--- src/rtl/pipe_ctrl_if.sv ---
// Pipeline-control bundle between the pipeline stages (master) and pipe_ctrl (slave).
// Address width comes from the A_SIZE macro (16 bits when not supplied by the build).
`ifndef A_SIZE
`define A_SIZE 16
`endif

interface pipe_ctrl_if #(
  parameter int CNT_W = 16
);
  logic               jmp_req;
  logic [`A_SIZE-1:0] jmp_target;
  logic               load_dep;
  logic               wb_conflict;
  logic               halt_seen;
  logic               resume;
  logic               stall_fetch;
  logic               stall_read;
  logic               flush_read;
  logic               pc_load;
  logic [`A_SIZE-1:0] pc_load_val;
  logic               halted;
  logic [CNT_W-1:0]   stall_cnt;

  modport master (
    output jmp_req, jmp_target, load_dep, wb_conflict, halt_seen, resume,
    input  stall_fetch, stall_read, flush_read, pc_load, pc_load_val, halted, stall_cnt
  );

  modport slave (
    input  jmp_req, jmp_target, load_dep, wb_conflict, halt_seen, resume,
    output stall_fetch, stall_read, flush_read, pc_load, pc_load_val, halted, stall_cnt
  );
endinterface

--- src/rtl/pipe_ctrl.sv ---
// Pipeline hazard controller: jump flush, load-use stall, write-back stall, HALT/resume.
// Macro PIPE_CTRL_PERF_EN enables the saturating stall_cnt counter; otherwise stall_cnt is 0.
`ifndef A_SIZE
`define A_SIZE 16
`endif

module pipe_ctrl #(
  parameter int LOAD_LAT = 2,
  parameter int CNT_W    = 16
) (
  input  logic          clk,
  input  logic          rst,
  pipe_ctrl_if.slave    bus
);

  typedef enum logic [1:0] {
    RUN       = 2'd0,
    LOAD_WAIT = 2'd1,
    FLUSH     = 2'd2,
    HALT      = 2'd3
  } state_t;

  state_t             state_r;
  state_t             state_next_s;
  logic [3:0]         wait_cnt_r;
  logic [3:0]         wait_next_s;
  logic               stall_fetch_s;
  logic               stall_read_s;
  logic               flush_read_s;
  logic               pc_load_s;
  logic [`A_SIZE-1:0] pc_load_val_s;
  logic               halted_s;

  // State and load-wait counter registers
  always_ff @(posedge clk or posedge rst) begin
    if (rst) begin
      state_r    <= RUN;
      wait_cnt_r <= 4'd0;
    end else begin
      state_r    <= state_next_s;
      wait_cnt_r <= wait_next_s;
    end
  end

  // Next-state and output decode; RUN events resolved in priority order
  always_comb begin
    state_next_s  = state_r;
    wait_next_s   = 4'd0;
    stall_fetch_s = 1'b0;
    stall_read_s  = 1'b0;
    flush_read_s  = 1'b0;
    pc_load_s     = 1'b0;
    pc_load_val_s = {`A_SIZE{1'b0}};
    halted_s      = 1'b0;
    case (state_r)
      RUN: begin
        if (bus.jmp_req) begin
          pc_load_s     = 1'b1;
          pc_load_val_s = bus.jmp_target;
          flush_read_s  = 1'b1;
          state_next_s  = FLUSH;
        end else if (bus.load_dep) begin
          stall_fetch_s = 1'b1;
          stall_read_s  = 1'b1;
          // The RUN cycle itself is the first stall cycle, so LOAD_LAT=1 never leaves RUN
          if (LOAD_LAT > 1) begin
            wait_next_s  = 4'(LOAD_LAT - 1);
            state_next_s = LOAD_WAIT;
          end else begin
            wait_next_s  = 4'd0;
            state_next_s = RUN;
          end
        end else if (bus.wb_conflict) begin
          stall_fetch_s = 1'b1;
        end else if (bus.halt_seen) begin
          stall_fetch_s = 1'b1;
          state_next_s  = HALT;
        end else begin
          state_next_s  = RUN;
        end
      end
      LOAD_WAIT: begin
        stall_fetch_s = 1'b1;
        stall_read_s  = 1'b1;
        if (wait_cnt_r <= 4'd1) begin
          wait_next_s  = 4'd0;
          state_next_s = RUN;
        end else begin
          wait_next_s  = wait_cnt_r - 4'd1;
          state_next_s = LOAD_WAIT;
        end
      end
      FLUSH: begin
        flush_read_s = 1'b1;
        state_next_s = RUN;
      end
      HALT: begin
        halted_s      = 1'b1;
        stall_fetch_s = 1'b1;
        if (bus.resume) begin
          state_next_s = RUN;
        end else begin
          state_next_s = HALT;
        end
      end
      default: begin
        state_next_s = RUN;
      end
    endcase
  end

  assign bus.stall_fetch = rst ? 1'b0 : stall_fetch_s;
  assign bus.stall_read  = rst ? 1'b0 : stall_read_s;
  assign bus.flush_read  = rst ? 1'b0 : flush_read_s;
  assign bus.pc_load     = rst ? 1'b0 : pc_load_s;
  assign bus.pc_load_val = rst ? {`A_SIZE{1'b0}} : pc_load_val_s;
  assign bus.halted      = rst ? 1'b0 : halted_s;

`ifdef PIPE_CTRL_PERF_EN
  logic [CNT_W-1:0] stall_cnt_r;

  // Saturating count of stall_fetch cycles
  always_ff @(posedge clk or posedge rst) begin
    if (rst) begin
      stall_cnt_r <= {CNT_W{1'b0}};
    end else if (bus.stall_fetch && (stall_cnt_r != {CNT_W{1'b1}})) begin
      stall_cnt_r <= stall_cnt_r + CNT_W'(1);
    end else begin
      stall_cnt_r <= stall_cnt_r;
    end
  end

  assign bus.stall_cnt = stall_cnt_r;
`else
  assign bus.stall_cnt = {CNT_W{1'b0}};
`endif

endmodule
--- src/flat_wrapper.sv ---
// flat-port wrapper written by rule: the top's interface ports become plain ports
module pipe_ctrl_flat 
#(
  parameter int LOAD_LAT = 2,
  parameter int CNT_W    = 16
)
  (clk, rst, bus_jmp_req, bus_jmp_target, bus_load_dep, bus_wb_conflict, bus_halt_seen, bus_resume, bus_stall_fetch, bus_stall_read, bus_flush_read, bus_pc_load, bus_pc_load_val, bus_halted, bus_stall_cnt);
  pipe_ctrl_if #(.CNT_W(CNT_W)) bus_i ();
  input  logic clk;
  input  logic rst;
  input wire logic [$bits(bus_i.jmp_req)-1:0] bus_jmp_req;
  input wire logic [$bits(bus_i.jmp_target)-1:0] bus_jmp_target;
  input wire logic [$bits(bus_i.load_dep)-1:0] bus_load_dep;
  input wire logic [$bits(bus_i.wb_conflict)-1:0] bus_wb_conflict;
  input wire logic [$bits(bus_i.halt_seen)-1:0] bus_halt_seen;
  input wire logic [$bits(bus_i.resume)-1:0] bus_resume;
  output wire logic [$bits(bus_i.stall_fetch)-1:0] bus_stall_fetch;
  output wire logic [$bits(bus_i.stall_read)-1:0] bus_stall_read;
  output wire logic [$bits(bus_i.flush_read)-1:0] bus_flush_read;
  output wire logic [$bits(bus_i.pc_load)-1:0] bus_pc_load;
  output wire logic [$bits(bus_i.pc_load_val)-1:0] bus_pc_load_val;
  output wire logic [$bits(bus_i.halted)-1:0] bus_halted;
  output wire logic [$bits(bus_i.stall_cnt)-1:0] bus_stall_cnt;
  assign bus_i.jmp_req = bus_jmp_req;
  assign bus_i.jmp_target = bus_jmp_target;
  assign bus_i.load_dep = bus_load_dep;
  assign bus_i.wb_conflict = bus_wb_conflict;
  assign bus_i.halt_seen = bus_halt_seen;
  assign bus_i.resume = bus_resume;
  assign bus_stall_fetch = bus_i.stall_fetch;
  assign bus_stall_read = bus_i.stall_read;
  assign bus_flush_read = bus_i.flush_read;
  assign bus_pc_load = bus_i.pc_load;
  assign bus_pc_load_val = bus_i.pc_load_val;
  assign bus_halted = bus_i.halted;
  assign bus_stall_cnt = bus_i.stall_cnt;
  pipe_ctrl #(.LOAD_LAT(LOAD_LAT), .CNT_W(CNT_W)) u_core (.clk(clk), .rst(rst), .bus(bus_i));
endmodule
--- config.mk ---
export PLATFORM = sky130hd
export DESIGN_NAME = pipe_ctrl_flat
export DESIGN_NICKNAME = d
export VERILOG_FILES = /design/src/rtl/pipe_ctrl_if.sv /design/src/rtl/pipe_ctrl.sv /design/src/flat_wrapper.sv
export SDC_FILE = /design/constraint.sdc
export NUM_CORES = 1
export LEC_CHECK = 0
export ABC_AREA = 1
export CAP_MARGIN = 10
export CORE_ASPECT_RATIO = 0.7
export CORE_MARGIN = 5
export CORE_UTILIZATION = 31
export DETAILED_ROUTE_END_ITERATION = 16
export MAX_ROUTING_LAYER = met4
export PLACE_DENSITY = 0.8
export SLEW_MARGIN = 10
export SYNTH_ARGS = -nofsm -noshare
export SYNTH_HDL_FRONTEND = slang
export SYNTH_SLANG_ARGS = --single-unit
--- constraint.sdc ---
create_clock -name clk -period 1.55 [get_ports clk]
set_input_delay 0.31 -clock clk [delete_from_list [all_inputs] [get_ports clk]]
set_output_delay 0.31 -clock clk [all_outputs]
set_load 0.005 [all_outputs]
; ---- Word-level counts from Yosys, hierarchy flattened
; Cells that the tools add are included.
[totals]
wordCells = 41
inputBits = 23
out_inout_bits = 37
ff_bits = 6
[op_classes]
n_reduce_logical = 2
eq_ne = 4
magnitude_cmp = 1
n_mux = 31
n_addsub = 1
[ops]
columns = cell, n
row1 = $mux W16, 3
row2 = $mux W1, 16
row3 = $mux W2, 5
row4 = $mux W4, 2
row5 = $pmux W2 S4, 1
row6 = $pmux W4 S2, 1
row7 = $pmux W1 S2, 3
row8 = $eq A2 B2 Y1 const B, 2
row9 = $le A4 B1 Y1 const B, 1
row10 = $ne A4 B4 Y1 const B, 1
row11 = $sub A4 B1 Y4 const B, 1
row12 = $eq A2 B1 Y1 const B, 1
row13 = $logic_not A2 Y1, 1
row14 = $reduce_or A2 Y1, 1

; ---- Depth between registers and ports, before layout
; Gate-level depths: netlist (run 1).
[logic_depth]
ltp_word = 6
ltp_mapped = 9
mapped_depth_nobuf = 9

; ---- Worst setup path before layout (run 1)
; OpenSTA, ideal clock, no wires.
[synth_timing]
kind = reg2out
from = reg u_core.state_r[1]
to = out bus_pc_load_val[10]
t_arrival_ns = 0.939
path_slack_ns = 0.301
n_path_buf = 1
path_stages_with_launch = 5
required_ns = 1.240
path_cell_list = dfrtp_1 -> nor2_4 -> nand3_4 -> buf_6 -> nor2_1
[synth_between]
elab_chain_len = 3
[synth_rtl]
columns = element, line_no
row1 = "start, declared", pipe_ctrl.sv:23  ; state_t state_r;
row2 = "start signal, assigned", pipe_ctrl.sv:40  ; state_r <= state_next_s;
row3 = $logic_not A2 Y1, pipe_ctrl.sv:55  ; case (state_r)
row4 = $mux W16, pipe_ctrl.sv:55
row5 = $mux W16, pipe_ctrl.sv:116  ; assign bus.pc_load_val = rst ? {`A_SIZE{1'b0}} : pc_load_val_s;
row6 = "end, declared", flat_wrapper.sv:21  ; output wire logic [$bits(bus_i.pc_load_val)-1:0] bus_pc_load_val;
; No other way between the ends.

; ---- Worst setup path in the final report (run 1)
[layout_timing]
from = reg u_core.state_r[1]
to = out bus_pc_load_val[15]
; The elaborated chain is that of the path after synthesis.

==> results.ini, run 1 <==
[synthesis]
syn_area_um2 = 668
synth_cells = 106
syn_avg_cell_area_um2 = 6.30
seq_area_frac_synth_pct = 22.5
synth_cell_types = 22
ys_ff_latch = 6
ys_warn_count = 0

[timing]
worst_hold_slack_ps = 487
setup_viol = 19
post-route-min-period_ps = 1750
hold_violations = 0
setup_ws_ps = -204
fin_crit_sh_pct = 113
rsz0062_at_grt = yes
drv_slew = 0
skew_ps = 9.38
fmaxAchievable_mhz = 570

[final_layout]
drive_above_1_share_pct = 44.6
final_util_pct = 62.3
synthToLayoutAreaGrowth_pct = 95.9
fillers = 166
nets = 204
layoutNonFillerInstCount = 201
antenna_cells = 0

[global_routing]
grtUsageMet2_pct = 30.3
global_route.usage.met1_pct = 17.7
use_met3_pct = 1.61
grt_pass1_vias = 867
grt_max_degree = 7
grt.total_usage_pct = 16.6
busiest_layer = met2
grt_pass1_wl_um = 3950
antenna_found_initial = 0
grt.overflow.total = 0

[clock_tree]
clk_pin_slew_ps = 50
cts_hold_buffers = 0
clock_sinks = 6
cts-root-buf = clkbuf_4
clock_latency_ps = 250
cts_buffers = 3
htreeDepth = 1
cts_tree = yes
clock_path_buffers = 2

[setup_path]
criticalPathCategory = reg -> out
path_cells = nor2_4, nand3_4, buf_6, buf_6, nor2_4, buf_2
reg2reg_depth = 9
cp-end-kind = primary output
max_stage_delay_ps = 410
cp_data_arrival_time_ps = 1440
required_ps = 1240
slowest_stage = dfrtp_1
reg2reg_slack_ps = 170
cp_max_fo = 4
r2r-start = u_core.state_r[1]
reg2reg_to = u_core.state_r[0]
start_kind = flop

[power]
p_leak_nw = 0.762
p_seq_share_pct = 17.0
comb_power_share_pct = 73.2
power.total_mw = 1.50
peakVddDrop_mv = 0.613
swShare_pct = 42.7
p_int_mw = 0.856
powerDensity_nw_per_um2 = 1140
power.share.clock_pct = 9.8
p_switching_mw = 0.639

[flow_run]
cap_violations = 0

[floorplan]
die_w_um = 65.5
die-area_um2 = 3200
coreArea_um2 = 2100
die_h_um = 48.8
start_util_pct = 31.8
ios = 60
core.rowCount = 14

[place]
dpl.hpwl_um = 1750
place.gp.congestion = 0.816
dp.cells = 181
portBuffers = 43

[status]
violations = negative setup slack
outcome = complete, but fails checks

[routing]
dr.first_iter.drc_count = 26
routed_wl_um = 2740
postRouteAntennaNets = 0
drcViolationCount = 0
wire_per_inst_um = 13.6
drtPass1Iterations = 4
vias = 859
vias_per_cell = 4.27

[hold_path]
hp-class = in -> async

[routing by layer]
metal / wire, µm / up-vias / share of wire [%]
li1: - / 425 / -
met1: 1060 / 397 / 39
met2: 1540 / 28 / 56
met3: 63 / 9 / 2.3
met4: 75 / 0 / 2.7
met5: 0 / - / 0
[power groups by stage]
stage               combinational, mW  sequential [mW]  clock (mW)
floorplan                       0.377            0.259           0
global placement                0.714            0.259           0
detailed placement              0.745            0.263           0
CTS                             0.928            0.254       0.149
global route                     1.17            0.263       0.155
finish                           1.09            0.255       0.146
[cells in the final DEF (no fill, tap or decap), types with 2 or more instances in the layout]
cell	synthesis	routed
dfrtp_1	6	5
nor2_1	19	7
nand2_1	12	10
ha_1	2	2
buf_4	16	17
nor2_4	1	5
buf_2	0	19
nand3_4	1	3
inv_2	2	3
conb_1	1	16
buf_6	1	10
inv_1	27	25
nand2_2	1	3
nand3_1	4	4
clkbuf_4	0	3
clkdlybuf4s50_1	0	20
o21ai_1	2	3
nor2_2	2	10
[synthesized netlist by cell type]
cell type   n  area [µm²]
nor2_2      2        12.5
a211oi_1    1        7.51
nor2_4      1        11.3
xor2_1      1        8.76
and2_1      1        6.26
nand3_4     1        17.5
nand2_1    12        45.0
nor3_1      1        5.00
nand3b_1    1        7.51
nand3_1     4        20.0
inv_1      27         101
o21ai_0     2        10.0
ha_1        2        25.0
o21ai_1     2        10.0
nand2_2     1        6.26
buf_6       1        11.3
buf_4      16         120
inv_2       2        7.51
a21oi_1     2        10.0
dfrtp_1     6         150
conb_1      1        3.75
nor2_1     19        71.3
[registers in the layout, indices dropped and copies added, names as in the netlist]
register and count:
u_core.wait_cnt_r 4, u_core.state_r 2
[through the flow]
stage	area, µm²	setup TNS, ps	worst slack [ps]
2_1_floorplan	724	0	301
3_3_place_gp	1130	-10030	-505
6_report	1310	-1840	-204
5_1_grt	1310	-3190	-262
3_5_place_dp	1130	-10470	-543
4_1_cts	1240	-2230	-200
[how the worst max path moves through the flow]
stage | startpoint | to | slack (ps) | depth (start not counted)
after floorplan | u_core.state_r[1] | bus_pc_load_val[10] | 300 | 4
final | u_core.state_r[1] | bus_pc_load_val[15] | -200 | 6
after global placement | rst | bus_pc_load_val[12] | -500 | 5
after CTS | u_core.state_r[0] | bus_pc_load_val[15] | -200 | 6
after detailed placement | rst | bus_pc_load_val[5] | -540 | 5
after global routing | u_core.state_r[1] | bus_pc_load_val[15] | -260 | 6
[cell families (layout without fill, tap and decap cells)]
group	count (synthesis)	after routing	synth area share, %
buf+inv	46	100	36.0
simple gates	43	45	30.3
compound gates	7	7	5.62
flops	6	6	22.5
fa+ha+maj	2	2	3.74
other cells	1	16	0.561
xor+xnor	1	1	1.31
[layout make-up]
class                   count  area, µm²  area share [%]
flip-flops and latches      6        151            11.6
inverters                  29        111            8.51
repair buffers             68        549            42.0
well taps                  24       30.0            2.29
clock buffers               3       22.5            1.72
multi-input cells          71        444            33.9
[critical path: cells and delay by family, from the launching register on]
kind	cells	cell delay, ps
flip-flops	1	410
AND/OR/NAND/NOR	3	400
buffers and inverters	3	370
[timing repair]
action | CTS | global route
pin swaps | 17 | 19
endpoints found under the setup margin | 21 | 21
setup buffers | 12 | 3
resized for setup | 103 | 24
gates cloned | 2 | 0
Note: power is estimated with default switching activity, not from simulation.
==> run 2, diff against run 1 <==
- SLEW_MARGIN: 10 -> unset
==> results of run 2 <==
Same layout as run 1: the final DEF is identical, and so are final timing and power.
==> run 3, diff against run 2 <==
- CORE_ASPECT_RATIO: 0.7 -> unset
- CORE_UTILIZATION: 31 -> 40
- DONT_BUFFER_PORTS: unset -> 1
- PLACE_DENSITY: 0.8 -> unset
==> results.ini, run 3 (synthesized netlist as in run 1, its figures left out) <==
[global_routing]
grt_max_degree = 18
grt_pass1_wl_um = 2090
grt.overflow.total = 0
antenna_found_initial = 0
grt_pass1_vias = 519
grt.total_usage_pct = 10.6

[routing]
postRouteAntennaNets = 0
routed_wl_um = 1690
vias = 629
vias_per_cell = 4.69
drtPass1Iterations = 4
dr.first_iter.drc_count = 13
drcViolationCount = 0
wire_per_inst_um = 12.6

[setup_path]
reg2reg_depth = 9
reg2reg_slack_ps = 360
cp_data_arrival_time_ps = 1230
criticalPathCategory = reg -> out
cp-end-kind = primary output
reg2reg_to = u_core.state_r[0]
start_kind = flop
r2r-start = u_core.wait_cnt_r[0]
cp_max_fo = 5
required_ps = 1240

[clock_tree]
cts_tree = yes
clk_pin_slew_ps = 40
cts_buffers = 3
htreeDepth = 1
clock_sinks = 6
clock_path_buffers = 2
clock_latency_ps = 240
cts-root-buf = clkbuf_4

[final_layout]
antenna_cells = 0
final_util_pct = 50.4
drive_above_1_share_pct = 28.8
layout_common_cells = inv_1 (27), conb_1 (16), nor2_2 (12), nand2_1 (11), nor2_1 (8)
synthToLayoutAreaGrowth_pct = 16.3
nets = 145
final_common_cell = inv_1
top_regs = u_core.wait_cnt_r x4, u_core.state_r x2
fillers = 169
largest-register = u_core.wait_cnt_r
largest_reg_flops = 4

[timing]
setup_viol = 0
fin_setup_tns_ps = 0
rsz0062_at_grt = yes
setup_ws_ps = 7.65
worst_hold_slack_ps = 277
skew_ps = 6.51
fin_crit_sh_pct = 99.5
fmaxAchievable_mhz = 648
hold_violations = 0
drv_slew = 0
post-route-min-period_ps = 1540

[floorplan]
die_w_um = 50.9
ios = 60
start_util_pct = 43.3
core.rowCount = 14
coreArea_um2 = 1540
die-area_um2 = 2590
die_h_um = 50.9

[place]
place_ws_ps = 244
dpl.hpwl_um = 1220
place.gp.congestion = 0.736
portBuffers = 0

[power]
p_leak_nw = 0.468
powerDensity_nw_per_um2 = 1320
power.total_mw = 1.02
peakVddDrop_mv = 0.853

[flow_run]
cap_violations = 0

[status]
outcome = completed

[hold_path]
min_from = bus_wb_conflict
hp-class = in -> reg
hold-path-endpoint = u_core.state_r[0]
hold_depth = 3

run 3: cell count changes in the layout (fill, tap and decap cells not counted), sizes merged:
cell | before | now
dlygate4sd2 | 1 | 0
clkbuf | 4 | 3
clkdlybuf4s50 | 20 | 0
dlygate4sd3 | 0 | 2
buf | 46 | 7
run 3: power breakdown:
part	internal, mW	switching [mW]	leakage [nW]
Sequential	0.210	0.0647	0.0779
Clock	0.0872	0.0505	0.0138
Combinational	0.259	0.354	0.376
run 3: worst max-delay path by stage:
stage	start	endpoint	slack [ps]	cells after the start
floorplan	u_core.state_r[1]	bus_pc_load_val[10]	300	4
global placement	u_core.state_r[1]	bus_pc_load_val[6]	280	3
detailed placement	u_core.state_r[0]	bus_stall_fetch	240	5
CTS	u_core.state_r[0]	bus_stall_fetch	6	5
global route	u_core.state_r[0]	bus_stall_fetch	-60	5
finish	u_core.state_r[0]	bus_stall_read	8	5
run 3: area by class of cell:
| cell class | count | area [µm²] | share of cell area, % |
|---|---|---|---|
| Multi-Input combinational cell | 71 | 400 | 51.5 |
| Sequential cell | 6 | 153 | 19.6 |
| Inverter | 29 | 109 | 14.0 |
| Timing Repair Buffer | 9 | 72.6 | 9.34 |
| Clock buffer | 3 | 22.5 | 2.90 |
| Tap cell | 16 | 20.0 | 2.58 |
run 3: critical path: stages, from the launching register on:
cell and delay (ps):
dfrtp_2 440, inv_2 110, nand2_2 70, nor2_4 120, nand2_1 100, a21oi_2 150
run 3: through the flow:
stage	instances	area [µm²]
after floorplan	121	724
after global placement	121	621
after detailed placement	121	621
after CTS	126	666
after global routing	134	777
final	134	777
run 3: per-layer routing:
| metal | vias to the layer above | wire (µm) | track usage, % |
|---|---|---|---|
| met5 | - | 0 | - |
| met1 | 278 | 605 | 8.32 |
| met2 | 47 | 861 | 21.1 |
| met3 | 2 | 206 | 4.94 |
| met4 | 0 | 12 | 2.98 |
| li1 | 302 | - | - |
run 3: timing repair:
item	CTS	global route
hold buffers	2	0
endpoints found under the hold margin	3	0
endpoints found under the setup margin	2	18
resized for setup	2	16
buffers inserted	0	6
gates cloned	0	2
pin swaps	0	4
